### src/rtl/s_term_pkg.sv
// Shared mode encoding for the south-edge terminal tile.
// Each returned channel carries a 2-bit mode loaded from the frame config bus.
package s_term_pkg;

  typedef logic [1:0] mode_t;

  localparam mode_t MODE_OFF  = 2'b00;
  localparam mode_t MODE_PASS = 2'b01;
  localparam mode_t MODE_REG1 = 2'b10;
  localparam mode_t MODE_REGN = 2'b11;

endpackage

### src/rtl/s_term_delay_line.sv
// One returned channel: a free-running PIPE_DEPTH-stage shift register
// with an output mux selecting off, pass-through, first-stage or last-stage tap.
module s_term_delay_line
  import s_term_pkg::*;
#(
  parameter int PIPE_DEPTH = 3
) (
  input  logic  UserCLK,
  input  logic  reset,
  input  logic  flush,
  input  logic  d,
  input  mode_t mode,
  output logic  q
);

  logic [PIPE_DEPTH-1:0] r_stage;

  // A config write clears the line so no sample from the old mode leaks out.
  always_ff @(posedge UserCLK) begin
    if (reset || flush) begin
      r_stage <= '0;
    end else begin
      r_stage[0] <= d;
      for (int k = 1; k < PIPE_DEPTH; k++) begin
        r_stage[k] <= r_stage[k-1];
      end
    end
  end

  always_comb begin
    q = 1'b0;
    unique case (mode)
      MODE_OFF:  q = 1'b0;
      MODE_PASS: q = d;
      MODE_REG1: q = r_stage[0];
      MODE_REGN: q = r_stage[PIPE_DEPTH-1];
      default:   q = 1'b0;
    endcase
  end

endmodule

### src/rtl/s_term_pipe.sv
// South-edge terminal tile: returns S_END as N_BEG per channel with a configurable delay,
// while passing the frame configuration bus straight through to the next tile.
module s_term_pipe
  import s_term_pkg::*;
#(
  parameter int NUM_CH     = 16,
  parameter int PIPE_DEPTH = 3,
  parameter int FRAME_BITS = 32,
  parameter int MAX_FRAMES = 20,
  parameter int CFG_FRAME  = 0
) (
  input  logic                  UserCLK,
  input  logic                  reset,
  input  logic [NUM_CH-1:0]     S_END,
  output logic [NUM_CH-1:0]     N_BEG,
  input  logic [FRAME_BITS-1:0] FrameData,
  output logic [FRAME_BITS-1:0] FrameData_O,
  input  logic [MAX_FRAMES-1:0] FrameStrobe,
  output logic [MAX_FRAMES-1:0] FrameStrobe_O,
  output logic                  CfgLoaded
);

  if (NUM_CH < 1 || 2 * NUM_CH > FRAME_BITS) begin : g_badNumCh
    $error("s_term_pipe: NUM_CH out of range");
  end
  if (PIPE_DEPTH < 1 || PIPE_DEPTH > 8) begin : g_badDepth
    $error("s_term_pipe: PIPE_DEPTH out of range");
  end
  if (CFG_FRAME < 0 || CFG_FRAME >= MAX_FRAMES) begin : g_badFrame
    $error("s_term_pipe: CFG_FRAME out of range");
  end

  logic                  w_cfgWrite;
  logic [2*NUM_CH-1:0]   r_mode;
  logic                  r_cfgLoaded;

  assign w_cfgWrite    = FrameStrobe[CFG_FRAME];
  assign FrameData_O   = FrameData;
  assign FrameStrobe_O = FrameStrobe;
  assign CfgLoaded     = r_cfgLoaded;

  // Level-sampled load: a strobe held for several cycles simply rewrites the same value.
  always_ff @(posedge UserCLK) begin
    if (reset) begin
      r_mode      <= '0;
      r_cfgLoaded <= 1'b0;
    end else if (w_cfgWrite) begin
      r_mode      <= FrameData[2*NUM_CH-1:0];
      r_cfgLoaded <= 1'b1;
    end
  end

  for (genvar i = 0; i < NUM_CH; i++) begin : g_ch
    s_term_delay_line #(
      .PIPE_DEPTH(PIPE_DEPTH)
    ) u_line (
      .UserCLK(UserCLK),
      .reset  (reset),
      .flush  (w_cfgWrite),
      .d      (S_END[i]),
      .mode   (r_mode[2*i +: 2]),
      .q      (N_BEG[i])
    );
  end

endmodule

### config.mk
export PLATFORM = sky130hd
export DESIGN_NAME = s_term_pipe
export DESIGN_NICKNAME = d
export VERILOG_FILES = /design/src/rtl/s_term_pkg.sv /design/src/rtl/s_term_delay_line.sv /design/src/rtl/s_term_pipe.sv
export SDC_FILE = /design/constraint.sdc
export NUM_CORES = 1
export LEC_CHECK = 0
export ABC_AREA = 1
export BUFFER_PORTS_ARGS = -buffer_cell sky130_fd_sc_hd__buf_2
export CAP_MARGIN = 20
export CORE_AREA = 2 2 65 129
export CTS_CLUSTER_DIAMETER = 100
export DETAILED_ROUTE_END_ITERATION = 10
export DIE_AREA = 0 0 67 131
export GPL_TIMING_DRIVEN = 0
export PLACE_DENSITY = 0.78
export SYNTH_ARGS = -nofsm -noshare
export SYNTH_HDL_FRONTEND = slang
export SYNTH_HIERARCHICAL = 1
export SYNTH_SLANG_ARGS = --single-unit
### constraint.sdc
create_clock -name UserCLK -period 0.9 [get_ports UserCLK]
set_clock_uncertainty 0.15 [all_clocks]
set_input_delay 0.09 -clock UserCLK [delete_from_list [all_inputs] [get_ports UserCLK]]
set_output_delay 0.09 -clock UserCLK [all_outputs]
set_load 0.005 [all_outputs]
==> results of run 1 <==
==> worst max-delay path, delay by kind of cell (launching register included) <==
family	cells	cell delay, ns
buf+inv	2	0.18
simple gates	2	0.14
flops	1	0.38
==> worst min-delay path by stage <==
stage	cells after the start	endpoint	slack [ns]	start
after floorplan	1	CfgLoaded$_SDFFE_PP0P_	0.01	reset
after global placement	3	g_ch[5].u_line/r_stage[0]$_SDFF_PP0_	0.18	S_END[5]
after detailed placement	3	g_ch[1].u_line/r_stage[0]$_SDFF_PP0_	0.18	S_END[1]
after CTS	3	g_ch[14].u_line/r_stage[1]$_SDFF_PP0_	0.08	reset
after global routing	5	r_mode[20]$_SDFFE_PP0P_	-0.03	FrameData[20]
final	5	r_mode[18]$_SDFFE_PP0P_	-0.09	FrameData[18]
==> what timing repair did <==
action                                 CTS  global route
endpoints found under the hold margin   49             9
setup buffers                            2             3
resized for setup                       46            81
setup endpoints to repair               46            27
pin swaps                                7            14
hold buffers                            49             4
==> where the power goes <==
part / leakage [nW] / total (mW) / internal (mW) / switching (mW)
registers: 0.680 / 3.90 / 3.73 / 0.164
clock network: 0.128 / 3.22 / 1.84 / 1.38
logic: 1.99 / 1.31 / 0.730 / 0.584
total: 2.80 / 8.43 / 6.31 / 2.13
==> cells in the mapped netlist <==
cell type,count,area (sq um)
inv_1,113,424
nor2_2,48,300
dfxtp_1,81,1620
buf_4,54,405
nand3_1,64,320
or2_4,16,140
buf_2,4,20.0
buf_6,4,45.0
nand2_1,64,240
nor2_1,66,248
==> cell families (layout without fill, tap and decap cells) <==
logic type / Yosys count / after routing / synth area share (%)
buf+inv: 175 / 359 / 23.8
flops: 81 / 81 / 43.1
simple gates: 258 / 258 / 33.2
==> area by class of cell <==
cell class,count,share of cell area [%]
sequential,81,30.9
multi-input combinational,258,26.2
timing repair buffer,168,19.9
buffer,62,8.54
inverter,113,7.64
clock buffer,10,4.12
tap,96,2.16
clock inverter,6,0.631
==> through the flow <==
step	cell area [sq um]	util [%]	worst slack [ns]
final	5550	71.0	-0.364
after global routing	5550	71.0	-0.396
after CTS	5330	68.1	-0.363
after detailed placement	4480	57.2	-0.423
after global placement	4480	57.2	-0.394
after floorplan	3760	-	0.103
==> flip-flops by register name (all words and copies together), names as in the netlist <==
register	flops
g_ch.u_line/r_stage	48
r_mode	32
CfgLoaded	1
==> per-layer routing <==
metal,up-vias,wire length [um]
met3,11,591
met4,0,131
met5,-,0
met2,116,4970
met1,1594,3560
li1,1808,-
==> impl_metrics.env, run 1 <==
export IMPL_layout_setup_ws_ns=-0.364
export IMPL_synthCells=514
export IMPL_area_delta_synth_final_pct=47.5
export IMPL_route_antenna_remaining_nets=0
export IMPL_grt_max_degree=20
export IMPL_worstSetupEndpointType="primary output"
export IMPL_setup_viol=18
export IMPL_stdcell_count=794
export IMPL_r2r_slack_ns=-0.01
export IMPL_drt_iter0_markers=172
export IMPL_hold_slack_ns=-0.0911
export IMPL_fillers=640
export IMPL_io_pins=139
export IMPL_violations="hold timing, setup timing"
export IMPL_drt_first_pass_iters=4
export IMPL_avgSynthCellArea_sq_um=7.32
export IMPL_critPathCapture="N_BEG[8]"
export IMPL_criticalPathCategory="reg2out"
export IMPL_final_common_cell="buf_2"
export IMPL_clk_pin_slew_ns=0.06
export IMPL_min_period_over_period_pct=140
export IMPL_worstPathCellList="inv_2 -> nand3_2 -> nand3_2 -> buf_2"
export IMPL_grt_antenna_before_repair=0
export IMPL_cp_arrival_ns=1.02
export IMPL_mostFrequentLayoutCells="buf_2 (117), inv_1 (88), nor2_1 (66), nand2_1 (64), buf_4 (60)"
export IMPL_tns_ns=-5.37
export IMPL_max_freq_mhz=791
export IMPL_finalPower_mw=8.43
export IMPL_hold_viol=5
export IMPL_numCtsBuffers=9
export IMPL_worst_ep_required_time_ns=0.66
export IMPL_outcome="finished with violations"
export IMPL_finish_net_count=763
export IMPL_start_util_pct=48.1
export IMPL_core_area_sq_um=7830
export IMPL_worstSetupStartpoint="r_mode[17]$_SDFFE_PP0P_"
export IMPL_tritoncts="yes"
export IMPL_grtUsageMet3_pct=4.79
export IMPL_rsz0062_at_grt="true"
export IMPL_cellPowerDensity_nw_per_um2=1520
export IMPL_syn_num_nets=584
export IMPL_synth_seq_area_share_pct=43.1
export IMPL_cts_num_sinks=81
export IMPL_vdd_ir_drop_max_mv=1.52
export IMPL_dp_hpwl_um=5320
export IMPL_die_x_um=67
export IMPL_slew_violations=0
export IMPL_via_per_inst=4.44
export IMPL_antenna_cells=0
export IMPL_cts_max_path_buffers=2
export IMPL_period_needed_ns=1.26
export IMPL_dieArea_sq_um=8780
export IMPL_seq_area_sq_um=1710
export IMPL_use_met1_pct=22.2
export IMPL_cellLeakagePower_nw=2.80
export IMPL_mappedNetlistArea_sq_um=3760
export IMPL_grt_ovfl_total=0
export IMPL_num_rows=46
export IMPL_r2r_start="r_mode[0]$_SDFFE_PP0P_"
export IMPL_die_h_um=131
export IMPL_grt_pass1_wl_um=13600
export IMPL_reg2regPathDepth=3
export IMPL_grt_pass1_vias=3284
export IMPL_slowest_delay_ns=0.38
export IMPL_vias=3529
export IMPL_crit_slowest_cell="dfxtp_4"
export IMPL_ys_ff_latch=81
export IMPL_dp_cells=729
export IMPL_start_kind="register"
export IMPL_crit_fanout=4
export IMPL_root_buffer="clkbuf_16"
export IMPL_wl_um=9260
export IMPL_wire_per_inst_um=11.7
export IMPL_drive_gt1_share_pct=52.3
export IMPL_htreeDepth=3
export IMPL_multi_input_area_sq_um=1450
export IMPL_use_met2_pct=35.8
export IMPL_cap_violations=0
export IMPL_top_usage_layer="met2"
export IMPL_io_buffers=119
export IMPL_hold_path_class="in2reg"
export IMPL_clk_latency_ns=0.33
export IMPL_gp_congestion=0.768
export IMPL_slew_headroom_pct=83.4
export IMPL_track_usage_pct=20.0
export IMPL_worst_slew_pin_slew_ns=0.249
export IMPL_synth_distinct_cells=10
export IMPL_drcViolationCount=0
export IMPL_rr_endpoint="r_mode[0]$_SDFFE_PP0P_"
export IMPL_crit_top_cell="nand3_2"
export IMPL_ys_warn_count=6
(Power assumes the default switching activity.)
==> run 2, diff against run 1 <==
--- a/config.mk
+++ b/config.mk
@@ -8,13 +8,13 @@
 export ABC_AREA = 1
 export BUFFER_PORTS_ARGS = -buffer_cell sky130_fd_sc_hd__buf_2
 export CAP_MARGIN = 20
-export CORE_AREA = 2 2 65 129
+export CORE_AREA = 2 2 63 125
 export CTS_CLUSTER_DIAMETER = 100
+export CTS_CLUSTER_SIZE = 40
 export DETAILED_ROUTE_END_ITERATION = 10
-export DIE_AREA = 0 0 67 131
+export DIE_AREA = 0 0 65 127
 export GPL_TIMING_DRIVEN = 0
 export PLACE_DENSITY = 0.78
 export SYNTH_ARGS = -nofsm -noshare
 export SYNTH_HDL_FRONTEND = slang
-export SYNTH_HIERARCHICAL = 1
 export SYNTH_SLANG_ARGS = --single-unit
==> impl_metrics.env, run 2 <==
export IMPL_track_usage_pct=21.8
export IMPL_violations="hold timing, setup timing"
export IMPL_worstSetupEndpointType="primary output"
export IMPL_wl_um=9110
export IMPL_max_freq_mhz=784
export IMPL_clk_pin_slew_ns=0.06
export IMPL_io_buffers=119
export IMPL_grt_antenna_before_repair=0
export IMPL_rsz0062_at_grt="true"
export IMPL_crit_fanout=4
export IMPL_synth_seq_area_share_pct=47.2
export IMPL_mostFrequentLayoutCells="buf_2 (114), nor2_1 (112), nand3_2 (52), inv_1 (52), buf_4 (52)"
export IMPL_vdd_ir_drop_max_mv=1.35
export IMPL_route_antenna_remaining_nets=0
export IMPL_grt_max_degree=13
export IMPL_outcome="finished with violations"
export IMPL_drt_iter0_markers=148
export IMPL_pwr_share_seq_pct=45.6
export IMPL_criticalPathCategory="reg2out"
export IMPL_ys_async_sr_fraction_pct=0
export IMPL_cts_max_path_buffers=2
export IMPL_largest_reg_flops=48
export IMPL_period_needed_ns=1.28
export IMPL_tns_ns=-5.42
export IMPL_min_period_over_period_pct=142
export IMPL_gp_congestion=0.820
export IMPL_dp_cells=667
export IMPL_clk_latency_ns=0.33
export IMPL_io_pins=139
export IMPL_ys_warn_count=0
export IMPL_hold_slack_ns=-0.223
export IMPL_synth_edf_count=0
export IMPL_p_int_mw=6.54
export IMPL_hold_viol=4
export IMPL_root_buffer="clkbuf_16"
export IMPL_finalPower_mw=8.55
export IMPL_top_layer="met4"
export IMPL_vias=3311
export IMPL_fillers=527
export IMPL_layout_setup_ws_ns=-0.376
export IMPL_drcViolationCount=0
export IMPL_ys_top_cells_by_area="dfxtp_1 (47%), buf_4 (15%), nor2_1 (12%)"
export IMPL_cts_num_sinks=81
export IMPL_regMostFlops="g_ch.u_line.r_stage"
export IMPL_ys_top_cells_by_count="nor2_1 (114), dfxtp_1 (81), inv_1 (81)"
export IMPL_synthCells=456
export IMPL_synth_ff_type="dfxtp_1"
export IMPL_p_switching_mw=2.00
export IMPL_core_area_sq_um=7210
export IMPL_htreeDepth=3
export IMPL_die_h_um=127
export IMPL_swShare_pct=23.4
export IMPL_num_rows=44
export IMPL_numCtsBuffers=9
export IMPL_stdcell_count=715
export IMPL_drt_first_pass_iters=6
export IMPL_finish_utilization_pct=72.4
export IMPL_grt_ovfl_total=0
export IMPL_m1WireLength_um=3220
export IMPL_via_per_inst=4.63
export IMPL_worst_ep_required_time_ns=0.66
export IMPL_slew_headroom_pct=73.3
export IMPL_final_common_cell="buf_2"
export IMPL_synth_top_area_share_pct=47.2
export IMPL_mappedNetlistArea_sq_um=3430
export IMPL_setup_viol=17
export IMPL_die_x_um=65
export IMPL_p_comb_share_pct=13.5
export IMPL_finish_net_count=688
export IMPL_met3WireLength_um=496
export IMPL_synth_distinct_cells=11
export IMPL_wire_per_inst_um=12.7
export IMPL_tritoncts="yes"
export IMPL_cp_arrival_ns=1.04
export IMPL_yosysMostFrequentCell="nor2_1"
export IMPL_syn_num_nets=526
export IMPL_avgSynthCellArea_sq_um=7.53
export IMPL_dieArea_sq_um=8260
export IMPL_cellPowerDensity_nw_per_um2=1640
export IMPL_worst_slew_pin_slew_ns=0.401
export IMPL_synth_area_leader_cell="dfxtp_1"
export IMPL_slew_violations=0
export IMPL_start_kind="register"
export IMPL_cap_violations=0
export IMPL_post_place_ws_ns=-0.361
export IMPL_drive_gt1_share_pct=50.6
export IMPL_area_delta_synth_final_pct=52.1
export IMPL_route_met2_wl_um=5020
export IMPL_antenna_cells=0
export IMPL_grt_pass1_vias=3319
export IMPL_final_area_sq_um=5220
export IMPL_place_area_sq_um=4140
export IMPL_pwr_share_clk_pct=40.9
export IMPL_dp_hpwl_um=5770
export IMPL_cellLeakagePower_nw=2.51
export IMPL_postCtsHoldBufs=48
export IMPL_ys_ff_latch=81
export IMPL_start_util_pct=47.6
export IMPL_grt_pass1_wl_um=14000
export IMPL_hold_path_class="in2reg"
## run 2: cell types whose count changed after synthesis, sizes merged
cell / previous run / this run
nand2: 64 / 1
inv: 113 / 82
o21ai: 0 / 32
or2: 16 / 0
clkbuf: 0 / 7
buf: 62 / 75
## run 2: power groups by stage
stage	clock, mW	sequential (mW)	combinational [mW]
2_1_floorplan	0	3.90	0.556
3_3_place_gp	0	3.92	0.911
3_5_place_dp	0	3.93	0.936
4_1_cts	3.57	3.88	1.08
5_1_grt	3.71	3.92	1.27
6_report	3.49	3.90	1.16
## run 2: layer usage
layer / vias to the layer above / track usage, %
met5: - / 0
met4: 0 / 12.9
met3: 30 / 4.23
met2: 129 / 41.4
met1: 1518 / 20.7
li1: 1634 / -
## run 2: cell families (layout without fill, tap and decap cells)
kind of cell	after synthesis	after routing	share of synthesized area (%)
flops	81	81	47.2
simple gates	179	179	21.9
compound gates	32	32	4.67
buf+inv	164	331	26.2
## run 2: area by class of cell
type	count	area [sq um]	area share (%)
well taps	92	115	2.20
inverters	82	308	5.90
clock inverters	2	10.0	0.192
clock buffers	14	284	5.44
multi-input cells	211	1180	22.5
flip-flops and latches	81	1720	32.9
repair buffers	167	1130	21.7
plain buffers	66	477	9.13
## run 2: path summary, 6_finish.rpt
kind	start	endpoint	slack, ns	cells past startpoint
setup / recovery	r_mode[14]$_SDFFE_PP0P_	N_BEG[7]	-0.38	4
hold / removal	reset	CfgLoaded$_SDFFE_PP0P_	-0.22	2
setup reg to reg	r_mode[13]$_SDFFE_PP0P_	r_mode[13]$_SDFFE_PP0P_	0.02	2
hold reg to reg	g_ch[11].u_line.r_stage[1]$_SDFF_PP0_	g_ch[11].u_line.r_stage[2]$_SDFF_PP0_	0.26	2
## run 2: repair_timing
item / in CTS / in global routing
setup buffers: 0 / 0
hold endpoints to repair: 49 / 3
gates resized for setup: 70 / 89
setup endpoints to repair: 18 / 39
pin swaps: 14 / 13
## run 2: worst max-delay path, cell delays in order (launching register included)
cell	delay [ns]
dfxtp_4	0.37
inv_2	0.04
nand3_2	0.05
nand3_2	0.10
buf_2	0.14
==> run 3, diff against run 2 <==
--- a/config.mk
+++ b/config.mk
@@ -13,7 +13,7 @@
 export CTS_CLUSTER_SIZE = 40
 export DETAILED_ROUTE_END_ITERATION = 10
 export DIE_AREA = 0 0 65 127
-export GPL_TIMING_DRIVEN = 0
+export GPL_TIMING_DRIVEN = 1
 export PLACE_DENSITY = 0.78
 export SYNTH_ARGS = -nofsm -noshare
 export SYNTH_HDL_FRONTEND = slang
==> impl_metrics.env, run 3 (synthesis results as in run 2) <==
export IMPL_numCtsBuffers=9
export IMPL_die_h_um=127
export IMPL_dp_hpwl_um=4910
export IMPL_die_x_um=65
export IMPL_criticalPathCategory="reg2out"
export IMPL_drive_gt1_share_pct=41.1
export IMPL_crit_fanout=4
export IMPL_root_buffer="clkbuf_16"
export IMPL_violations="hold timing, setup timing"
export IMPL_io_buffers=100
export IMPL_cellLeakagePower_nw=2.15
export IMPL_slew_headroom_pct=86.9
export IMPL_mostFrequentLayoutCells="nor2_1 (113), buf_2 (99), inv_1 (57), dlygate4sd3_1 (49), dfxtp_1 (48)"
export IMPL_regMostFlops="g_ch.u_line.r_stage"
export IMPL_hold_viol=1
export IMPL_hold_slack_ns=-0.0104
export IMPL_cts_num_sinks=81
export IMPL_num_rows=44
export IMPL_finish_utilization_pct=64.3
export IMPL_vias=2999
export IMPL_antenna_cells=0
export IMPL_worst_slew_pin_slew_ns=0.196
export IMPL_layout_setup_ws_ns=-0.344
export IMPL_grt_pass1_vias=2910
export IMPL_grt_antenna_before_repair=0
export IMPL_drcViolationCount=0
export IMPL_wire_per_inst_um=12.8
export IMPL_core_area_sq_um=7210
export IMPL_clk_pin_slew_ns=0.05
export IMPL_grt_max_degree=49
export IMPL_drt_first_pass_iters=4
export IMPL_postCtsHoldBufs=49
export IMPL_area_delta_synth_final_pct=35.0
export IMPL_stdcell_count=639
export IMPL_period_needed_ns=1.24
export IMPL_cap_violations=0
export IMPL_route_antenna_remaining_nets=0
export IMPL_drt_iter0_markers=63
export IMPL_grt_ovfl_total=0
export IMPL_hold_path_class="in2reg"
export IMPL_min_period_over_period_pct=138
export IMPL_final_common_cell="nor2_1"
export IMPL_start_util_pct=47.6
export IMPL_clk_latency_ns=0.33
export IMPL_cts_max_path_buffers=2
export IMPL_dp_cells=574
export IMPL_largest_reg_flops=48
export IMPL_slew_violations=0
export IMPL_grt_pass1_wl_um=12400
export IMPL_vdd_ir_drop_max_mv=1.28
export IMPL_dieArea_sq_um=8260
export IMPL_gp_congestion=0.830
export IMPL_start_kind="register"
export IMPL_rsz0062_at_grt="true"
export IMPL_htreeDepth=3
export IMPL_worst_ep_required_time_ns=0.66
export IMPL_track_usage_pct=19.5
export IMPL_cp_arrival_ns=1.00
export IMPL_via_per_inst=4.69
export IMPL_worstSetupEndpointType="primary output"
export IMPL_wl_um=8200
export IMPL_finish_net_count=614
export IMPL_tritoncts="yes"
export IMPL_io_pins=139
export IMPL_cellPowerDensity_nw_per_um2=1710
export IMPL_setup_viol=19
export IMPL_outcome="finished with violations"
export IMPL_max_freq_mhz=804
run 3: critical path: stages, from the launching register on:
cell and delay, ns:
dfxtp_4 0.37, inv_2 0.03, nand3_1 0.08, nand3_2 0.07
buf_2 0.13
run 3: metrics by stage:
step | cell area (sq um) | power (mW) | hold WS, ns | setup TNS [ns] | worst slack [ns]
2_1_floorplan | 3430 | 4.45 | 0.0124 | 0 | 0.0403
3_3_place_gp | 3540 | 4.57 | 0.0300 | -2.66 | -0.0631
3_5_place_dp | 3540 | 4.60 | 0.0300 | -4.67 | -0.0979
4_1_cts | 4380 | 7.90 | -0.0265 | -5.32 | -0.344
5_1_grt | 4630 | 8.26 | -0.0179 | -6.12 | -0.415
6_report | 4630 | 7.91 | -0.0104 | -5.31 | -0.344
run 3: path summary, 6_finish.rpt:
kind / start / to / slack, ns / cells past startpoint
hold / removal: FrameStrobe[0] / r_mode[10]$_SDFFE_PP0P_ / -0.01 / 3
setup / recovery: r_mode[11]$_SDFFE_PP0P_ / N_BEG[5] / -0.34 / 4
setup reg to reg: r_mode[11]$_SDFFE_PP0P_ / r_mode[11]$_SDFFE_PP0P_ / -0.03 / 3
hold reg to reg: g_ch[4].u_line.r_stage[1]$_SDFF_PP0_ / g_ch[4].u_line.r_stage[2]$_SDFF_PP0_ / 0.26 / 2
run 3: what timing repair did:
item                                   in CTS  in global routing
setup endpoints to repair                  17                 23
resized for setup                          52                 81
setup buffers                               2                  1
endpoints found under the hold margin      49                  1
pin swaps                                   9                 18
gates cloned                                0                  0
run 3: routing by layer:
layer	global-route usage (%)	vias up	share of wire, %	wire [um]
met5	0	-	0	0
met4	12.4	0	4.3	356
met2	35.5	102	55	4480
met3	4.23	33	4.9	400
met1	19.2	1378	36	2970
li1	-	1486	-	-
run 3: power by group:
group	total [mW]	leakage (nW)	switching [mW]	internal, mW
clock network	3.09	0.120	1.26	1.83
logic	0.927	1.35	0.440	0.487
registers	3.90	0.680	0.160	3.74
run 3: area by class of cell:
type / count / area [sq um]
Fill cell: 605 / 2580
Sequential cell: 81 / 1710
Timing Repair Buffer: 159 / 1110
Clock inverter: 1 / 5.00
Tap cell: 92 / 115
Inverter: 82 / 308
Multi-Input combinational cell: 211 / 1150
Clock buffer: 13 / 240
